===== src/rtl/tree_loader.sv =====
// tree_loader: turns one header/node/feature word frame into node RAM and feature RAM writes.
// Latency: write strobe, address and data are registered, one cycle after the accepting handshake.
// Backpressure: in_ready drops only for the single DONE cycle; no other stall source.
module tree_loader #(
    parameter int N_NODE_AND_LEAFS = 256,
    parameter int N_FEATURE        = 32
) (
    input  logic                                clk,
    input  logic                                rst_n,
    input  logic [31:0]                         in_data,
    input  logic                                in_valid,
    input  logic                                in_last,
    output logic                                in_ready,
    output logic                                node_we,
    output logic [$clog2(N_NODE_AND_LEAFS)-1:0] node_waddr,
    output logic [63:0]                         node_wdata,
    output logic                                feat_we,
    output logic [$clog2(N_FEATURE)-1:0]        feat_waddr,
    output logic [31:0]                         feat_wdata,
    output logic                                load_busy,
    output logic                                load_done,
    output logic                                err,
    output logic [1:0]                          err_code
);
    localparam int NA = $clog2(N_NODE_AND_LEAFS);
    localparam int FA = $clog2(N_FEATURE);
    localparam logic [15:0] MAX_N = 16'(N_NODE_AND_LEAFS);
    localparam logic [15:0] MAX_F = 16'(N_FEATURE);

    localparam logic [1:0] ERR_HDR  = 2'd1;
    localparam logic [1:0] ERR_LEN  = 2'd2;
    localparam logic [1:0] ERR_NODE = 2'd3;

    typedef enum logic [2:0] {IDLE, NODE_LO, NODE_HI, FEAT, DRAIN, DONE} state_t;

    typedef struct packed {
        logic [31:0] value;
        logic [7:0]  pad_hi;
        logic [7:0]  right;
        logic [7:0]  f_index;
        logic [6:0]  pad_lo;
        logic        is_decision;
    } node_t;

    state_t      state_q, state_d;
    logic [NA:0] node_cnt, n_nodes;
    logic [FA:0] feat_cnt, n_feats;
    logic [31:0] lo_q;

    logic        hs;
    logic [15:0] hdr_n, hdr_f;
    logic        hdr_ok;
    node_t       entry;
    logic        node_ok;
    logic        last_node, last_feat;

    logic        hdr_take, lo_take, node_wr, feat_wr, err_set;
    logic [1:0]  err_val;

    assign hs     = in_valid && in_ready;
    assign hdr_n  = in_data[15:0];
    assign hdr_f  = in_data[31:16];
    assign hdr_ok = (hdr_n != 16'd0) && (hdr_n <= MAX_N) &&
                    (hdr_f != 16'd0) && (hdr_f <= MAX_F);

    // Leaves carry only a value; child/feature indices matter for decision nodes only.
    assign entry   = node_t'({in_data, lo_q});
    assign node_ok = !entry.is_decision ||
                     ((32'(entry.right) > 32'(node_cnt)) &&
                      (32'(entry.right) < 32'(n_nodes)) &&
                      (32'(entry.f_index) < 32'(n_feats)));

    assign last_node = (node_cnt + (NA+1)'(1)) == n_nodes;
    assign last_feat = (feat_cnt + (FA+1)'(1)) == n_feats;

    assign in_ready  = (state_q != DONE);
    assign load_done = (state_q == DONE);
    assign load_busy = (state_q == NODE_LO) || (state_q == NODE_HI) ||
                       (state_q == FEAT) || (state_q == DONE);

    always_ff @(posedge clk or negedge rst_n) begin
        if (!rst_n) begin
            state_q <= IDLE;
        end else begin
            state_q <= state_d;
        end
    end

    always_comb begin
        state_d  = state_q;
        hdr_take = 1'b0;
        lo_take  = 1'b0;
        node_wr  = 1'b0;
        feat_wr  = 1'b0;
        err_set  = 1'b0;
        err_val  = 2'd0;
        if (state_q == DONE) begin
            state_d = IDLE;
        end else if (hs) begin
            case (state_q)
                IDLE: begin
                    hdr_take = 1'b1;
                    if (!hdr_ok) begin
                        err_set = 1'b1;
                        err_val = ERR_HDR;
                        state_d = in_last ? IDLE : DRAIN;
                    end else if (in_last) begin
                        err_set = 1'b1;
                        err_val = ERR_LEN;
                    end else begin
                        state_d = NODE_LO;
                    end
                end
                NODE_LO: begin
                    if (in_last) begin
                        err_set = 1'b1;
                        err_val = ERR_LEN;
                        state_d = IDLE;
                    end else begin
                        lo_take = 1'b1;
                        state_d = NODE_HI;
                    end
                end
                NODE_HI: begin
                    if (in_last) begin
                        err_set = 1'b1;
                        err_val = ERR_LEN;
                        state_d = IDLE;
                    end else if (!node_ok) begin
                        err_set = 1'b1;
                        err_val = ERR_NODE;
                        state_d = DRAIN;
                    end else begin
                        node_wr = 1'b1;
                        state_d = last_node ? FEAT : NODE_LO;
                    end
                end
                FEAT: begin
                    if (last_feat) begin
                        feat_wr = 1'b1;
                        if (in_last) begin
                            state_d = DONE;
                        end else begin
                            err_set = 1'b1;
                            err_val = ERR_LEN;
                            state_d = DRAIN;
                        end
                    end else if (in_last) begin
                        err_set = 1'b1;
                        err_val = ERR_LEN;
                        state_d = IDLE;
                    end else begin
                        feat_wr = 1'b1;
                    end
                end
                DRAIN: begin
                    if (in_last) begin
                        state_d = IDLE;
                    end
                end
                default: state_d = IDLE;
            endcase
        end
    end

    // Counters and the pending low word of the current node entry.
    always_ff @(posedge clk or negedge rst_n) begin
        if (!rst_n) begin
            node_cnt <= '0;
            feat_cnt <= '0;
            n_nodes  <= '0;
            n_feats  <= '0;
            lo_q     <= '0;
        end else begin
            if (hdr_take) begin
                node_cnt <= '0;
                feat_cnt <= '0;
                n_nodes  <= hdr_n[NA:0];
                n_feats  <= hdr_f[FA:0];
            end
            if (lo_take) begin
                lo_q <= in_data;
            end
            if (node_wr) begin
                node_cnt <= node_cnt + (NA+1)'(1);
            end
            if (feat_wr) begin
                feat_cnt <= feat_cnt + (FA+1)'(1);
            end
        end
    end

    // A new header restarts error tracking; within a frame the first error is kept.
    always_ff @(posedge clk or negedge rst_n) begin
        if (!rst_n) begin
            err      <= 1'b0;
            err_code <= 2'd0;
        end else if (hdr_take) begin
            err      <= err_set;
            err_code <= err_val;
        end else if (err_set && !err) begin
            err      <= 1'b1;
            err_code <= err_val;
        end
    end

    always_ff @(posedge clk or negedge rst_n) begin
        if (!rst_n) begin
            node_we    <= 1'b0;
            node_waddr <= '0;
            node_wdata <= '0;
            feat_we    <= 1'b0;
            feat_waddr <= '0;
            feat_wdata <= '0;
        end else begin
            node_we <= node_wr;
            feat_we <= feat_wr;
            if (node_wr) begin
                node_waddr <= node_cnt[NA-1:0];
                node_wdata <= entry;
            end
            if (feat_wr) begin
                feat_waddr <= feat_cnt[FA-1:0];
                feat_wdata <= in_data;
            end
        end
    end

endmodule


===== config.mk =====
export PLATFORM = sky130hd
export DESIGN_NAME = tree_loader
export DESIGN_NICKNAME = d
export VERILOG_FILES = /design/src/rtl/tree_loader.sv
export SDC_FILE = /design/constraint.sdc
export NUM_CORES = 1
export LEC_CHECK = 0
export CAP_MARGIN = 10
export CORE_ASPECT_RATIO = 0.6
export CORE_MARGIN = 2
export CORE_UTILIZATION = 31
export DETAILED_ROUTE_END_ITERATION = 6
export HOLD_SLACK_MARGIN = 0.1
export PLACE_DENSITY = 0.48
export SYNTH_ARGS = -nofsm -noshare
export SYNTH_HDL_FRONTEND = slang
export SYNTH_SLANG_ARGS = --single-unit

===== constraint.sdc =====
create_clock -name clk -period 3.2 [get_ports clk]
set_input_delay 0.64 -clock clk [delete_from_list [all_inputs] [get_ports clk]]
set_output_delay 0.64 -clock clk [all_outputs]
set_load 0.005 [all_outputs]

==> results of run 1 <==
worst max-delay path by stage:
stage | end | startpoint | slack [ps]
6_report | state_q[2] | in_data[10] | 250
5_1_grt | state_q[2] | in_data[27] | 20
4_1_cts | state_q[2] | in_data[27] | 40
3_5_place_dp | state_q[2] | in_data[27] | -390
3_3_place_gp | state_q[2] | in_data[27] | -410
2_1_floorplan | err_code[0] | feat_cnt[0] | 540
Yosys cell counts, types with 9 or more instances:
| cell type | number | share of area |
|---|---|---|
| sky130_fd_sc_hd__nor4_1 | 9 | 0.0072 |
| sky130_fd_sc_hd__mux2_2 | 106 | 0.15 |
| sky130_fd_sc_hd__nand3_1 | 18 | 0.011 |
| sky130_fd_sc_hd__xnor2_1 | 22 | 0.025 |
| sky130_fd_sc_hd__nor2_1 | 16 | 0.0076 |
| sky130_fd_sc_hd__and3_1 | 9 | 0.0072 |
| sky130_fd_sc_hd__o21ai_0 | 24 | 0.015 |
| sky130_fd_sc_hd__ha_1 | 23 | 0.037 |
| sky130_fd_sc_hd__dfrtp_1 | 179 | 0.57 |
| sky130_fd_sc_hd__clkbuf_1 | 12 | 0.0057 |
| sky130_fd_sc_hd__inv_1 | 26 | 0.012 |
| sky130_fd_sc_hd__a21oi_1 | 9 | 0.0057 |
| sky130_fd_sc_hd__nand2_1 | 149 | 0.071 |
where the power goes:
group / internal, mW / total, mW / switching [mW]
logic: 0.302 / 0.601 / 0.299
clock network: 1.17 / 2.06 / 0.893
registers: 2.38 / 2.46 / 0.0841
total: 3.85 / 5.12 / 1.28
timing repair:
item | 4_1_cts | 5_1_grt
resized for setup | 0 | 3
buffers inserted | 0 | 1
endpoints found under the setup margin | 0 | 43
metrics by stage:
stage | util | setup TNS [ps] | instances | worst slack (ps) | power (mW)
after global placement | 0.396 | -1080 | 1160 | -409 | 3.09
after detailed placement | 0.396 | -1070 | 1160 | -395 | 3.10
after CTS | 0.419 | 0 | 1191 | 40.6 | 5.19
after global routing | 0.419 | 0 | 1192 | 21.7 | 5.36
after floorplan | - | 0 | 680 | 545 | 2.74
final | 0.419 | 0 | 1192 | 249 | 5.12
kinds of logic (layout without fill, tap and decap cells):
logic type,Yosys count,in the layout,synth area share
flip-flops,179,179,0.570
AND/OR/NAND/NOR,229,229,0.128
AO/OA/AOI/OAI,58,58,0.0468
multiplexers,108,108,0.154
XOR/XNOR,29,29,0.0323
adder cells (fa/ha/maj),23,23,0.0366
buffers and inverters,54,237,0.0315
sequential cells by signal, indices dropped and copies added, names as in the netlist:
register    flops
feat_cnt        6
n_nodes         9
state_q         3
node_we         1
feat_wdata     32
node_waddr      8
err             1
n_feats         6
err_code        2
feat_we         1
feat_waddr      5
node_wdata     64
node_cnt        9
lo_q           32
layer usage:
layer / vias to the layer above / global-route usage / wire length [um] / share of wire
li1: 2666 / - / - / -
met1: 2849 / 0.261 / 11500 / 0.52
met2: 155 / 0.235 / 8980 / 0.41
met3: 11 / 0.0536 / 1310 / 0.060
met4: 0 / 0.0363 / 167 / 0.0076
met5: - / 0 / 0 / 0
worst max-delay path, cell delays in order:
cell and delay, ps:
sky130_fd_sc_hd__clkdlybuf4s50_1 490, sky130_fd_sc_hd__nor4_1 420, sky130_fd_sc_hd__buf_4 180, sky130_fd_sc_hd__nand4_1 190, sky130_fd_sc_hd__nor4_1 330, sky130_fd_sc_hd__buf_4 170
sky130_fd_sc_hd__and3_1 260, sky130_fd_sc_hd__nand2_1 80, sky130_fd_sc_hd__and3_1 170, sky130_fd_sc_hd__o32a_1 330
layout make-up:
cell class,count,area (um^2)
clock inverters,12,130
well taps,329,412
inverters,26,97.6
clock buffers,19,443
repair buffers,180,1810
multi-input cells,447,3160
fillers,2390,14600
flip-flops and latches,179,4480
==> impl.org, run 1 <==
** Run status
- Outcome :: completed

** Placement
- The congestion estimate from routability-driven global placement came to 0.834.
- Summed over all nets, the half-perimeter wirelength after detailed placement is 15.8 mm.
- Number of input and output port buffers inserted :: 152
- Placed Instance Area :: 9940 um^2

** Clock network
- Clock-pin slew on the worst setup and hold paths :: 60 ps
- For this design, the sink count on the clock tree is 179.
- The clock tree synthesis step divided the H-tree into 4 levels.
- Clock latency on the worst-skew pair :: 430 ps
- The clock passes through at most 2 buffers.
- CTS buffer count :: 17
- Hold-fix buffer count after cts :: 0
- The tree is rooted in a sky130_fd_sc_hd__clkbuf_16.
- TritonCTS clock tree :: done

** Global routing
- The number of global-route vias before repair is 5967.
- Summed over all layers, the global routing overflow is 0.
- Global-route wire length before repair :: 34.9 mm
- Entering global routing, the biggest net connects 87 pins.
- The number of antenna violations at the first check in global routing came to 0.
- Total routing usage reported by global routing :: 0.171

** Synth
- Counting flops and latches in the post-synthesis netlist gives 179.
- Async set-or-reset flop fraction in the synthesized netlist :: 1.00
- Number of library cell types mapped by synthesis :: 43
- Number of enable-type register cells in the synthesized netlist :: 0
- Sequential element share of the synthesized area :: 0.570
- In the synthesized netlist the dominant register cell turns out to be sky130_fd_sc_hd__dfrtp_1.
- Synthesized area per cell :: 11.6 um^2
- Synthesis handed over a netlist of 680 instances.
- Mapped cell area :: 7860 um^2
- Post-synthesis net count :: 739
- Synth warnings :: 0

** Die
- In this run the horizontal extent of the chip is 210 um.
- Core ar. :: 25100 um^2
- DIE AREA :: 26700 um^2
- Vertical extent of the die :: 127 um
- Pin placement for this block handled 153 I/O pins.
- Site row count :: 45
- Starting density of the core :: 0.313

** Timing
- Hold is met by 183 ps.
- At the pin with the least slew margin, the transition time is 577 ps.
- Dividing the final minimum period by the clock period gives 0.922.
- Setup violations remaining at the end of the flow were counted as 0.
- Number of pins with negative max-slew slack in the final report :: 0
- Layout Skew :: 11.5 ps
- The final-report hold violation count is 0.
- Achievable Freq :: 339 MHz
- Relative slew margins :: 0.614
- Clock period minus final worst setup slack :: 2950 ps
- RSZ-0062 raised after global routing :: no

** Setup path
- RR Endpoint :: node_cnt[7]
- STA classifies the critical path startpoint as an input port.
- Required time worst endpoint :: 3500 ps
- Crit path DAT :: 3250 ps
- Worst r2r src :: n_nodes[4]
- Of all nets on the critical path, the largest fanout is 4.
- Reg-to-reg slack, setup :: 290 ps
- Worst Setup End Kind :: flip-flop
- Critical path class :: input port to flip-flop
- The number of cells on the worst reg-to-reg path is 9.

** Drt
- In this run the remaining antenna-violating nets after routing total 0.
- In the routed layout, each cell is associated on average with a via count of 4.77.
- After detailed routing, the average wire length per cell comes to 18.4 um.
- Vias :: 5681
- After detailed routing, the total wire length is 22.0 mm.
- Drt first pass iters :: 5
- The first routing iteration left 271 violations.
- In the routed design, unresolved DRC markers number 0.

** Finish
- Commonest cells after routing, fill and taps aside :: sky130_fd_sc_hd__dfrtp_1, sky130_fd_sc_hd__clkdlybuf4s50_1, sky130_fd_sc_hd__nand2_1
- The number of antenna diodes in the final layout is 0.
- Final-stage net count :: 910
- Post-route cell area :: 10500 um^2
- Signed area change from the synthesized netlist to the final layout :: 34.0%
- Most common library cell in the layout ignoring fill and taps :: sky130_fd_sc_hd__dfrtp_1
- Fraction of layout instances using a drive strength above 1 :: 0.202

** Hold path
- Hold Path Class :: input port to asynchronous set/reset pin

** Power and ir drop
- IR analysis of the VDD net gives a maximum drop of 331 uV.
- For this design the static power due to leakage is 5.00 nW.
- P per Cell Area :: 487 nW/um^2

** Flow run
- Across the run, the number of max-cap violations was 0.
Power figures use the tool's default switching activity.
==> run 2, diff against run 1 <==
==> constraint.sdc (replaced) <==
create_clock -name clk -period 3.2 [get_ports clk]
set_input_delay 0.64 -clock clk [delete_from_list [all_inputs] [get_ports clk]]
set_output_delay 0.64 -clock clk [all_outputs]
set_load 0.01 [all_outputs]
==> results of run 2 <==
Same layout as run 1 (identical final DEF). Status: completed.
Main changes from that run: total power 5.12 mW -> 5.15 mW
